===== src/rtl/mips_cpu_bus_arbiter.sv =====
// Round-robin two-master Avalon-MM arbiter sharing the CPU memory slave between
// instruction fetch and data load/store, with a stall watchdog and sticky bus error.
module mips_cpu_bus_arbiter #(
    parameter int unsigned TIMEOUT_CYCLES = 64
) (
    input  logic        clk,
    input  logic        reset,

    input  logic [31:0] i_address,
    input  logic        i_read,
    input  logic        i_write,
    input  logic [31:0] i_writedata,
    input  logic [3:0]  i_byteenable,
    output logic [31:0] i_readdata,
    output logic        i_waitrequest,

    input  logic [31:0] d_address,
    input  logic        d_read,
    input  logic        d_write,
    input  logic [31:0] d_writedata,
    input  logic [3:0]  d_byteenable,
    output logic [31:0] d_readdata,
    output logic        d_waitrequest,

    output logic [31:0] s_address,
    output logic        s_read,
    output logic        s_write,
    output logic [31:0] s_writedata,
    output logic [3:0]  s_byteenable,
    input  logic [31:0] s_readdata,
    input  logic        s_waitrequest,

    output logic        bus_error
);
    localparam int unsigned  CW       = $clog2(TIMEOUT_CYCLES + 1);
    localparam logic [CW-1:0] CNT_LAST = CW'(TIMEOUT_CYCLES - 1);
    localparam logic [CW-1:0] CNT_SAT  = CW'(TIMEOUT_CYCLES);

    typedef enum logic [1:0] {
        IDLE    = 2'd0,
        GRANT_I = 2'd1,
        GRANT_D = 2'd2,
        ABORT   = 2'd3
    } state_t;

    typedef struct packed {
        logic [31:0] address;
        logic        read;
        logic        write;
        logic [31:0] writedata;
        logic [3:0]  byteenable;
    } bus_req_t;

    state_t        state_q, state_d;
    logic          last_d_q, last_d_d;     // last tie winner was the data master
    logic          abort_d_q, abort_d_d;   // owner of the transfer being aborted is D
    logic [CW-1:0] cnt_q, cnt_d;
    logic          bus_error_q, bus_error_d;

    logic     i_req, d_req, owner_req;
    bus_req_t i_bus, d_bus, s_bus;

    assign i_req     = i_read | i_write;
    assign d_req     = d_read | d_write;
    assign owner_req = (state_q == GRANT_D) ? d_req : i_req;
    assign i_bus     = {i_address, i_read, i_write, i_writedata, i_byteenable};
    assign d_bus     = {d_address, d_read, d_write, d_writedata, d_byteenable};

    always_ff @(posedge clk) begin
        if (!reset) begin
            state_q     <= IDLE;
            last_d_q    <= 1'b1;
            abort_d_q   <= 1'b0;
            cnt_q       <= '0;
            bus_error_q <= 1'b0;
        end else begin
            state_q     <= state_d;
            last_d_q    <= last_d_d;
            abort_d_q   <= abort_d_d;
            cnt_q       <= cnt_d;
            bus_error_q <= bus_error_d;
        end
    end

    // Arbitration, completion and watchdog.
    always_comb begin
        state_d     = state_q;
        last_d_d    = last_d_q;
        abort_d_d   = abort_d_q;
        cnt_d       = cnt_q;
        bus_error_d = bus_error_q;
        case (state_q)
            IDLE: begin
                cnt_d = '0;
                if (i_req && d_req) begin
                    if (last_d_q) begin
                        state_d  = GRANT_I;
                        last_d_d = 1'b0;
                    end else begin
                        state_d  = GRANT_D;
                        last_d_d = 1'b1;
                    end
                end else if (i_req) begin
                    state_d = GRANT_I;
                end else if (d_req) begin
                    state_d = GRANT_D;
                end
            end
            GRANT_I, GRANT_D: begin
                // A dropped request is abandoned silently; completion wins over timeout.
                if (!owner_req || !s_waitrequest) begin
                    state_d = IDLE;
                end else if (cnt_q == CNT_LAST) begin
                    state_d     = ABORT;
                    cnt_d       = CNT_SAT;
                    abort_d_d   = (state_q == GRANT_D);
                    bus_error_d = 1'b1;
                end else begin
                    cnt_d = cnt_q + CW'(1);
                end
            end
            ABORT: begin
                state_d = IDLE;
                cnt_d   = '0;
            end
            default: state_d = IDLE;
        endcase
    end

    // Slave-side mux and master responses, decoded from the registered state.
    always_comb begin
        s_bus         = '0;
        i_waitrequest = 1'b1;
        i_readdata    = '0;
        d_waitrequest = 1'b1;
        d_readdata    = '0;
        case (state_q)
            GRANT_I: begin
                s_bus         = i_bus;
                i_waitrequest = s_waitrequest;
                i_readdata    = s_readdata;
            end
            GRANT_D: begin
                s_bus         = d_bus;
                d_waitrequest = s_waitrequest;
                d_readdata    = s_readdata;
            end
            ABORT: begin
                if (abort_d_q) begin
                    d_waitrequest = 1'b0;
                    d_readdata    = 32'hFFFF_FFFF;
                end else begin
                    i_waitrequest = 1'b0;
                    i_readdata    = 32'hFFFF_FFFF;
                end
            end
            default: ;
        endcase
    end

    assign {s_address, s_read, s_write, s_writedata, s_byteenable} = s_bus;
    assign bus_error = bus_error_q;

endmodule


===== config.mk =====
export PLATFORM = sky130hd
export DESIGN_NAME = mips_cpu_bus_arbiter
export DESIGN_NICKNAME = d
export VERILOG_FILES = /design/src/rtl/mips_cpu_bus_arbiter.sv
export SDC_FILE = /design/constraint.sdc
export NUM_CORES = 1
export LEC_CHECK = 0
export CAP_MARGIN = 40
export CORE_AREA = 10 10 112 114
export CTS_CLUSTER_DIAMETER = 80
export CTS_CLUSTER_SIZE = 14
export DETAILED_ROUTE_END_ITERATION = 7
export DIE_AREA = 0 0 122 124
export HOLD_SLACK_MARGIN = 0.05
export PLACE_DENSITY = 0.76
export SLEW_MARGIN = 20
export SYNTH_ARGS = -nofsm -noshare
export SYNTH_HDL_FRONTEND = slang
export SYNTH_SLANG_ARGS = --single-unit
export TNS_END_PERCENT = 1

===== constraint.sdc =====
create_clock -name clk -period 4.9 [get_ports clk]
set_clock_uncertainty 0.1 [all_clocks]
set_input_delay 0.98 -clock clk [delete_from_list [all_inputs] [get_ports clk]]
set_output_delay 0.98 -clock clk [all_outputs]
set_load 0.01 [all_outputs]

# Yosys cells after proc, flatten, opt, wreduce, memory -nomap -nowiden
# Cells that the tools add are included.
# totals
ff_bits,12
latch_bits,0
ram_bits,0
mem_bits_ro,0
inputBits,175
out_inout_bits,137
word_cells,47
mem_count,0
# classes
add_sub_neg,1
n_mul,0
div,0
n_lt_le_gt_ge,0
eq_ne,7
shifts,0
n_mux,21
bitwise,3
reduce_logical,10
# ops
cell,n
case mux 70 bit (2 select lines),1
case mux 32 bit (2 select lines),2
two-way mux 32 bit,2
two-way mux 7 bit,2
case mux 7 bit (2 select lines),1
two-way mux 2 bit,6
"adder 7 x 1 -> 7 bit, second input constant",1
"== test 7 x 6 -> 1 bit, second input constant",1
case mux 2 bit (3 select lines),1
"== test 2 bit, second input constant",2
two-way mux 1 bit,4
"!= test 4 bit, second input constant",1
case mux 1 bit (2 select lines),2
AND reduction 2 bit,2
OR reduction 2 bit,2
"!= test 3 bit, second input constant",1
AND reduction 3 bit,1
"== test 2 x 1 -> 1 bit, second input constant",1
zero test 1 bit,2
zero test 2 bit,1
"!= test 2 bit, second input constant",1
bitwise OR 1 bit,2
logical AND 1 bit,1
logical OR 1 bit,1
NOT 1 bit,1

# Depth between registers and ports, before layout
# depth
depth_word,6
depth_mapped,7
depth_no_buf,6

# Worst setup path after synthesis
# No wires, ideal clock.
# synth_timing
path_kind,reg-to-output
start,register state_q[1]
end,output port s_address[0]
arrival_ns,1.539
required_time_ns,3.820
setup_slack_ns,2.281
path_stages_with_launch,8
n_path_buf,3
cell_sequence,dfxtp_1 inv_1 ha_1 clkbuf_1 clkbuf_1 buf_1 a22oi_1 nor2b_1
# synth_between
elab_chain_cells,2
elab_cells_between_ends,3
cone_classes,2 x eq/ne; 1 x mux
# synth_lines
element,line_no,source
"start, declared",54,"state_t state_q, state_d;"
"start signal, assigned",77,state_q <= state_d;
== test 2 bit or == test 2 x 1 -> 1 bit (tied branches),137,case (state_q)
case mux 70 bit (2 select lines) *,137,
"end, declared",25,"output logic [31:0] s_address,"
# Mark *: on every way between the ends. The rest lies on a longest branch, timed or not.

# Worst setup path after layout
# layout_timing
start,register state_q[1]
end,output port s_writedata[25]
# layout_between
elab_chain_cells,2
elab_cells_between_ends,3
cone_classes,2 x eq/ne; 1 x mux
# layout_lines
element,line_no,source
== test 2 bit or == test 2 x 1 -> 1 bit (tied branches),137,
case mux 70 bit (2 select lines) *,137,
"end, declared",28,"output logic [31:0] s_writedata,"
# Marks and branches as above.

==> summary.md <==
| Metric | Value |
|---|---|
| Hpwl dp | 12.8 mm |
| # port buffers | between 300 and 400 |
| Yosys warns | 0 |
| Share of flip-flops with an asynchronous set or reset after synthesis | 0% |
| Die width | 122 µm |
| Hold Violations, Final | 0 |
| Worst endpoint data arrival time | between 2 and 3 ns |
| TritonCTS clock tree | built |
| Fraction of layout cells with a size suffix above 1 | 2.38% |
| Unrepaired setup endpoints after global routing | false |
| Global router's overall resource usage | 18.4% |
| Portion of the post-synthesis area used by sequential elements | 10.5% |
| Reg2Reg Depth | 7 |
| Starting utilization of the core area | between 20 and 25% |
| Number of buffers added to fix hold violations after cts | 0 |
| Number of synthesized flops with an enable pin | 0 |
| Final Util | between 50% and 60% |
| Outcome | finished, final reports clean |
| FF-to-FF End | cnt_q[6] |
| Area post-placement | between 5000 and 6000 µm² |
| Maximum net fanout on the critical path | 60 |
| Post-Syn Instances | 390 |
| Termination of the worst setup path | s_writedata[25] |
| Average via count per standard cell | 4.76 |
| Power density over cell area | 272 nW/µm² |
| Number of DRC markers after the initial detailed-route iteration | 210 |
| Fin Setup TNS | 0 ns |
| Worst vdd rail ir drop | 0.000134 V |
| Standard-cell row count | 37 |
| Root Buffer Master | sky130_fd_sc_hd__clkbuf_8 |
| Final max-slew violation count | 0 |
| Global placement routability congestion | just under 0.9 |
| Syn_nets | 570 |
| Crit Reg-Reg Startpoint | state_q[0] |
| DRC errors left | 0 |
| Total clock buffers created by CTS | 3 |
| Worst-path clk slew | 0.05 ns |
| Avg WL per Cell | between 15 and 20 µm |
| Core Area | ~10000 µm² |
| Synthesized area per cell | 5.88 µm² |
| Area of the mapped netlist | 2290 µm² |
| Endpoint class of the critical path | output port |
| Initial antenna violation count | 0 |
| Normalized max-slew margin | 53.6% |
| Number of sinks handled by clock tree synthesis | 12 |
| Insertion delay to the later sink of the worst-skew pair | ~0.23 ns |
| Origin of the worst setup path | state_q[1] |
| Final min period | 3.60 ns |
| Dominant cells by area after synthesis | sky130_fd_sc_hd__nand2_1 (23%), sky130_fd_sc_hd__a22oi_1 (23%), sky130_fd_sc_hd__nor2b_1 (19%), sky130_fd_sc_hd__dfxtp_1 (10%), sky130_fd_sc_hd__clkbuf_1 (5.7%) |
| Buffer depth of the longest clock path | 2 |
| Worst Path Class, Setup | reg -> out |
| Max Cap Violations | 0 |
| Top-level port count | 312 |
| Slack of the worst reg-to-reg path | 2.28 ns |
| H-tree levels | 1 |
| Final clock period utilization by the worst path | 73.5% |
| Number of inserted diodes | 0 |
| Number of global-route vias before repair | 3904 |
| Leading register cell type out of synthesis | sky130_fd_sc_hd__dfxtp_1 |
| Achievable frequency | 278 MHz |
| Die area | 15100 µm² |
| Y dimension of the die | 124 µm |
| Maximum number of pins on one net before global-route repair | 63 |
| Number of search-and-repair iterations in the first detailed-routing pass | 4 |
| DRT Wirelength | 15.6 mm |
| Area share of the leading cell type in the synthesized netlist | 23.1% |
| Area grow syn2layout | 143% |
| Static Leakage | around 2.2 nW |
| Number of setup violations in the final report | 0 |
| Worst endpoint required time | 3.82 ns |
| Number of buffers inserted by post-CTS setup repair | 0 |
| Number of register bits inferred by synthesis | 12 |
| Number of nets with antenna violations after routing | 0 |
| PostCTS Resize Cnt | 0 |
| Library cell with the largest summed area after synthesis | sky130_fd_sc_hd__nand2_1 |
| Overflow after GRT | 0 |
| Yosys cell types | 34 |
| Final-stage net count | about 860 |
| Nature of the critical path startpoint | register |
| Global-route wire length before repair | approximately 22 mm |
| Cell area after layout | 5580 µm² |
| Count of vias placed by the detailed router | 3849 |
| Kind of path behind the tightest hold check | reg -> reg |
| Worst slew pin tran | ~0.70 ns |
[placed cells by master (no fill, tap or decap), types with 4 or more instances in the layout]
cell,count
sky130_fd_sc_hd__a21oi_1,4
sky130_fd_sc_hd__a22oi_1,70
sky130_fd_sc_hd__buf_4,5
sky130_fd_sc_hd__clkdlybuf4s50_1,311
sky130_fd_sc_hd__dfxtp_1,12
sky130_fd_sc_hd__nand2_1,141
sky130_fd_sc_hd__nand3_1,4
sky130_fd_sc_hd__nor2_1,4
sky130_fd_sc_hd__nor2b_1,71
sky130_fd_sc_hd__o211ai_1,5
sky130_fd_sc_hd__o21ai_0,4
[per-layer routing]
layer	global-route usage, %	wire (µm)	share of wire, %
met3	5.25	1480	9.5
met5	0	0	0
met2	33.4	7900	51
met1	20.9	6000	39
met4	3.58	195	1.3
[where the power goes]
| part | internal, mW | switching (mW) | total [mW] | leakage [nW] |
|---|---|---|---|---|
| sequential | 0.106 | 0.0101 | 0.116 | 0.0974 |
| clock | 0.0538 | 0.0317 | 0.0855 | 0.0216 |
| combinational | 0.706 | 0.609 | 1.31 | 2.06 |
| total | 0.866 | 0.650 | 1.52 | 2.18 |
[synthesized netlist by cell type, drive strengths merged (2+ instances only)]
cell type    n
nand2      141
nor2b       71
a22oi       70
clkbuf      35
dfxtp       12
ha           5
o211ai       5
o21ai        5
a21oi        4
buf          4
nand3        4
nor2         4
inv          3
nor3         3
or3          3
and3         2
o21a         2
o22ai        2
xor2         2
[critical path, stage by stage (launching register included)]
cell	delay [ns]
sky130_fd_sc_hd__dfxtp_1	0.36
sky130_fd_sc_hd__inv_1	0.13
sky130_fd_sc_hd__ha_4	0.57
sky130_fd_sc_hd__buf_4	0.38
sky130_fd_sc_hd__a22oi_1	0.11
sky130_fd_sc_hd__nor2b_1	0.15
sky130_fd_sc_hd__clkdlybuf4s50_1	0.58
[registers in the layout, indices dropped and copies added, names as in the netlist]
| name | count |
|---|---|
| cnt_q | 7 |
| bus_error | 1 |
| state_q | 2 |
| abort_d_q | 1 |
| last_d_q | 1 |
[kinds of logic after synthesis]
logic type | count (synthesis) | synth area share, %
AOI/OAI and AO/OA | 97 | 31.6
xor gates and xnor gates | 2 | 0.763
DFF | 12 | 10.5
muxes | 1 | 0.436
buffers and inverters | 42 | 7.20
adders and majority gates | 5 | 2.73
and+or+nand+nor | 231 | 46.8
[worst min path at each step]
| stage | depth (start not counted) | start | end | slack, ns |
|---|---|---|---|---|
| 2_1_floorplan | 2 | abort_d_q | abort_d_q | 0.35 |
| 3_3_place_gp | 2 | abort_d_q | abort_d_q | 0.35 |
| 3_5_place_dp | 2 | bus_error | bus_error | 0.36 |
| 4_1_cts | 2 | bus_error | bus_error | 0.37 |
| 5_1_grt | 2 | bus_error | bus_error | 0.39 |
| 6_report | 2 | bus_error | bus_error | 0.36 |
[per-stage QoR]
stage / std cells / hold WS, ns / setup slack (ns) / power (mW)
6_report: 809 / 0.362 / 1.30 / 1.52
5_1_grt: 809 / 0.389 / 1.10 / 1.64
4_1_cts: 809 / 0.372 / 1.28 / 1.54
3_5_place_dp: 806 / 0.361 / 1.43 / 1.44
3_3_place_gp: 804 / 0.354 / 1.44 / 1.43
2_1_floorplan: 390 / 0.346 / 2.28 / 0.756
[cell type report]
class,count,area [µm²]
well taps,136,170
clock buffers,3,41.3
multi-input cells,336,1910
fillers,945,4650
repair buffers,319,3200
flip-flops and latches,12,240
inverters,3,11.3
(Power assumes the default switching activity.)
